**src/rtl/i2s_data_sched.sv**
```systemverilog
// i2s_data_sched: moves data between the APB holding registers and the I2S
// Tx/Rx FIFOs. It stalls APB data accesses until the holding register is
// serviceable, and ends a stalled access with an error once the wait bound
// is reached.
module i2s_data_sched #(
  parameter int unsigned             ADDR_W  = 8,
  parameter logic [ADDR_W-1:0]       TX_ADDR = 'h04,
  parameter logic [ADDR_W-1:0]       RX_ADDR = 'h08,
  parameter int unsigned             TIMEOUT = 16
) (
  input  logic              pclk,
  input  logic              preset,
  input  logic              psel,
  input  logic              penable,
  input  logic              pwrite,
  input  logic [ADDR_W-1:0] paddr,
  input  logic              tx_en,
  input  logic              rx_en,
  input  logic              tx_full,
  input  logic              rx_empty,
  output logic              pready,
  output logic              pslverr,
  output logic              hold_wen,
  output logic              hold_ren,
  output logic              tx_wen,
  output logic              rx_ren,
  output logic              rx_cap,
  output logic              tx_occ,
  output logic              rx_occ
);

  localparam int unsigned CNT_W = $clog2(TIMEOUT + 1);

  typedef enum logic {
    S_IDLE,
    S_WAIT
  } state_e;

  state_e             state_q, state_d;
  logic [CNT_W-1:0]   wait_cnt_q, wait_cnt_d;
  logic               tx_wen_q, tx_wen_d;
  logic               tx_occ_q, tx_occ_d;
  logic               rx_ren_q, rx_ren_d;
  logic               rx_cap_q, rx_cap_d;
  logic               rx_occ_q, rx_occ_d;
  logic               pend_q, pend_d;

  logic access, tx_acc, rx_acc, tx_ok, rx_ok, timeout_hit;

  assign access      = psel & penable;
  assign tx_acc      = access & pwrite & (paddr == TX_ADDR);
  assign rx_acc      = access & ~pwrite & (paddr == RX_ADDR);
  assign tx_ok       = tx_acc & ~tx_occ_q;
  assign rx_ok       = rx_acc & rx_occ_q;
  assign timeout_hit = (wait_cnt_q == CNT_W'(TIMEOUT - 1));

  // APB response decode and wait-state FSM next state.
  always_comb begin
    state_d    = state_q;
    wait_cnt_d = wait_cnt_q;
    pready     = 1'b0;
    pslverr    = 1'b0;
    hold_wen   = 1'b0;
    hold_ren   = 1'b0;

    if (access) begin
      if (tx_ok) begin
        pready   = 1'b1;
        hold_wen = 1'b1;
      end else if (rx_ok) begin
        pready   = 1'b1;
        hold_ren = 1'b1;
      end else if (tx_acc | rx_acc) begin
        if (timeout_hit) begin
          pready  = 1'b1;
          pslverr = 1'b1;
        end
      end else begin
        pready = 1'b1;
      end
    end

    // Only a blocked data access can leave pready low during an access cycle.
    case (state_q)
      S_IDLE: begin
        if (access & ~pready) begin
          state_d    = S_WAIT;
          wait_cnt_d = wait_cnt_q + 1'b1;
        end
      end
      S_WAIT: begin
        if (~psel || (access & pready)) begin
          state_d    = S_IDLE;
          wait_cnt_d = '0;
        end else if (access) begin
          wait_cnt_d = wait_cnt_q + 1'b1;
        end
      end
      default: begin
        state_d    = S_IDLE;
        wait_cnt_d = '0;
      end
    endcase
  end

  // Tx drain and Rx prefetch engines next state.
  always_comb begin
    tx_wen_d = tx_en & tx_occ_q & ~tx_full & ~tx_wen_q;
    tx_occ_d = tx_occ_q;
    if (hold_wen)      tx_occ_d = 1'b1;
    else if (tx_wen_d) tx_occ_d = 1'b0;

    rx_ren_d = rx_en & ~rx_occ_q & ~rx_empty & ~pend_q;
    pend_d   = rx_ren_d;
    rx_cap_d = pend_q;
    rx_occ_d = rx_occ_q;
    if (pend_q)        rx_occ_d = 1'b1;
    else if (hold_ren) rx_occ_d = 1'b0;
  end

  // State registers with synchronous active-low reset.
  always_ff @(posedge pclk) begin
    if (!preset) begin
      state_q    <= S_IDLE;
      wait_cnt_q <= '0;
      tx_wen_q   <= 1'b0;
      tx_occ_q   <= 1'b0;
      rx_ren_q   <= 1'b0;
      rx_cap_q   <= 1'b0;
      rx_occ_q   <= 1'b0;
      pend_q     <= 1'b0;
    end else begin
      state_q    <= state_d;
      wait_cnt_q <= wait_cnt_d;
      tx_wen_q   <= tx_wen_d;
      tx_occ_q   <= tx_occ_d;
      rx_ren_q   <= rx_ren_d;
      rx_cap_q   <= rx_cap_d;
      rx_occ_q   <= rx_occ_d;
      pend_q     <= pend_d;
    end
  end

  assign tx_wen = tx_wen_q;
  assign rx_ren = rx_ren_q;
  assign rx_cap = rx_cap_q;
  assign tx_occ = tx_occ_q;
  assign rx_occ = rx_occ_q;

endmodule

```
**config.mk**
```make
export PLATFORM = sky130hd
export DESIGN_NAME = i2s_data_sched
export DESIGN_NICKNAME = d
export VERILOG_FILES = /design/src/rtl/i2s_data_sched.sv
export SDC_FILE = /design/constraint.sdc
export NUM_CORES = 1
export LEC_CHECK = 0
export BUFFER_PORTS_ARGS = -buffer_cell sky130_fd_sc_hd__buf_2
export CELL_PAD_IN_SITES_DETAIL_PLACEMENT = 1
export CELL_PAD_IN_SITES_GLOBAL_PLACEMENT = 1
export CORE_UTILIZATION = 35
export DETAILED_ROUTE_END_ITERATION = 6
export GPL_ROUTABILITY_DRIVEN = 0
export PLACE_DENSITY_LB_ADDON = 0.1
export RECOVER_POWER = 25
export REMOVE_ABC_BUFFERS = 1
export SLEW_MARGIN = 20
export SYNTH_ARGS = -nofsm -noshare
export SYNTH_HDL_FRONTEND = slang
export SYNTH_SLANG_ARGS = --single-unit
```
**constraint.sdc**
```tcl
create_clock -name pclk -period 4.6 [get_ports pclk]
set_clock_uncertainty 0.05 [all_clocks]
set_input_delay 0.92 -clock pclk [delete_from_list [all_inputs] [get_ports pclk]]
set_output_delay 0.92 -clock pclk [all_outputs]
set_load 0.02 [all_outputs]
```
==> impl_results.md <==
* Count leader, synth: dfxtp_1
* Fmax at 292 MHz
* Grt total ovfl at 0
* Core area at 1580 µm²
* Share of layout cells above drive strength 1 at 34.4%
* Syn_area_per_cell at 9.61 µm²
* Antenna cells at 0
* Largest net degree at the start of global routing at 11
* Asr flop ratio synth at 0%
* Crit path capture type: output pin
* CTS max path bufs at 2
* Gate Count Post-Synth at 65
* Post-synth top cells: dfxtp_1 (11), nand3_1 (5), nand2_1 (4), nor2_1 (4)
* Cts bufs inserted at 3
* Fin crit share at 74.5%
* Yosys warning total at 0
* CTS clock-pin slew for the worst setup and hold paths at 0.08 ns
* Synthesized cell area at 624 µm²
* Drt total wl at 1400 µm
* Max-Cap Viols at 0
* Setup WS post-layout at 1.17 ns
* Min Tclk post-route at 3.43 ns
* Initial Utilization at 39.6%
* Chip Height at 44.2 µm
* Iteration count of the initial detailed-routing pass at 4
* Tightest Hold Check Type: flop to flop
* CTS tree: built
* Drc violations at 0
* Cell Pwr Density at 244 nW/µm²
* Crit-path max FO at 8
* RSZ-0062 raised after global routing: false
* Setup TNS at 0 ns
* Post-synthesis register bit count at 11
* Post-synth top area share at 35.3%
* Yosys cell types at 29
* Max-slew violation count at 0
* GRT Overall Usage at 16.5%
* WP data required at 3.63 ns
* Dominant synthesized flop cell: dfxtp_1
* Leak at 0.341 nW
* Die Wd at 44.2 µm
* Vias in the first global route at 582
* Peak supply drop at 0.125 mV
* EDFF count, synth at 0
* Largest area contributor in the netlist: dfxtp_1
* Final Hold Fails at 0
* Cts hold-fix bufs at 0
* Seq/Total Area, Yosys at 35.3%
* Run status: complete, no violations
* Main area contributors after synthesis: dfxtp_1 (35%), o2111ai_4 (4.2%), ha_1 (4.0%)
* Crit path launch type: primary input
* Setup violators final at 0
* Die area at 1960 µm²
* HPWL after DPL at 1090 µm
* Wire per inst at 12.9 µm
* Vias per cell at 5.50
* Initial antenna violation count at 0
* Min Hold Slack at 0.422 ns
* Setup bufs post-CTS at 0
* Clock latency on the worst-skew pair at 0.27 ns
* Row count at 14
* Final ANT Viol Nets at 0
* CP Class: primary input to output pin
* Nets at 113
* Slew HR at 47.6%
* Dpl ws at 1.56 ns
* CTS sink count at 11
* Area grow syn2layout at 23.4%
* Arrival time at the worst endpoint at 2.46 ns
* Via count at 599
* CTS resizes at 0
* 1st-iter DRT viols at 5
* Worst-margin pin slew at 0.779 ns
* First-pass GRT wire length at 2300 µm
* CTS Root Buffer Type: clkbuf_4
* Htree depth at 1
* # port buffers at 25
* Ports at 26
power breakdown:
part / internal [W] / leakage, nW / switching (W)
Clock: 0.0000336 / 0.0150 / 0.0000360
Combinational: 0.0000105 / 0.237 / 0.0000106
Sequential: 0.0000962 / 0.0889 / 0.00000108
per-layer routing:
| metal | vias to the layer above | track usage (%) | part of all wire (%) |
|---|---|---|---|
| met5 | - | 0 | 0 |
| met4 | 0 | 9.09 | 2.2 |
| met3 | 5 | 3.67 | 5.6 |
| met2 | 23 | 28.8 | 46 |
| met1 | 275 | 18.3 | 46 |
| li1 | 296 | - | - |
state kept, by name (all words and copies together), names as in the netlist:
register    cells
wait_cnt_q      5
pend_q          1
tx_wen          1
tx_occ          1
rx_occ          1
state_q         1
rx_cap          1
logic make-up (layout without fill, tap and decap cells):
logic type      count (synthesis)  after routing  share of synthesized area, %
simple gates                   36             36                          40.7
fa+ha+maj                       2              2                          4.01
flops                          11             11                          35.3
buf+inv                         3             31                          2.41
compound gates                 13             13                          17.6
worst paths after layout:
path,slack (ns),startpoint,endpoint,depth (start not counted)
max reg2reg,2.67,wait_cnt_q[0],wait_cnt_q[2],7
max,1.17,paddr[0],pready,5
min reg2reg,0.42,state_q,state_q,2
min,0.42,state_q,state_q,2
per-stage QoR:
stage               cells  area, µm²  util (%)  power [W]
floorplan              64        617         -   0.000109
global placement      105        762      48.3   0.000122
detailed placement    105        762      48.3   0.000122
CTS                   109        788      50.0   0.000191
global route          109        771      48.9   0.000197
finish                109        771      48.9   0.000188
layout make-up:
| type | count | area, µm² |
|---|---|---|
| repair buffers | 25 | 123 |
| well taps | 16 | 20.0 |
| clock buffers | 4 | 26.3 |
| flip-flops and latches | 11 | 220 |
| fillers | 214 | 806 |
| inverters | 2 | 7.51 |
| multi-input cells | 51 | 374 |
worst max-delay path, cell delays in order:
cell and delay (ns):
buf_2 0.10, nor4_1 0.69, o2111ai_4 0.31, and3_2 0.29
buf_2 0.15
cell usage in the layout, fill, tap and decap left out, types with 2 or more instances in the layout:
cell      netlist  layout
nand3_1         5       5
dfxtp_1        11      11
a21boi_0        3       3
nand2b_1        3       3
o21a_1          2       2
buf_2           0      23
and4b_1         2       2
o21ai_0         3       3
inv_1           2       2
nand2_1         4       4
nor3_1          3       3
nor2_1          4       4
and3_1          2       2
clkbuf_1        0       3
a211o_1         2       2
ha_1            2       2
nor3b_1         3       3
clkbuf_4        0       3
(Power assumes the default switching activity.)
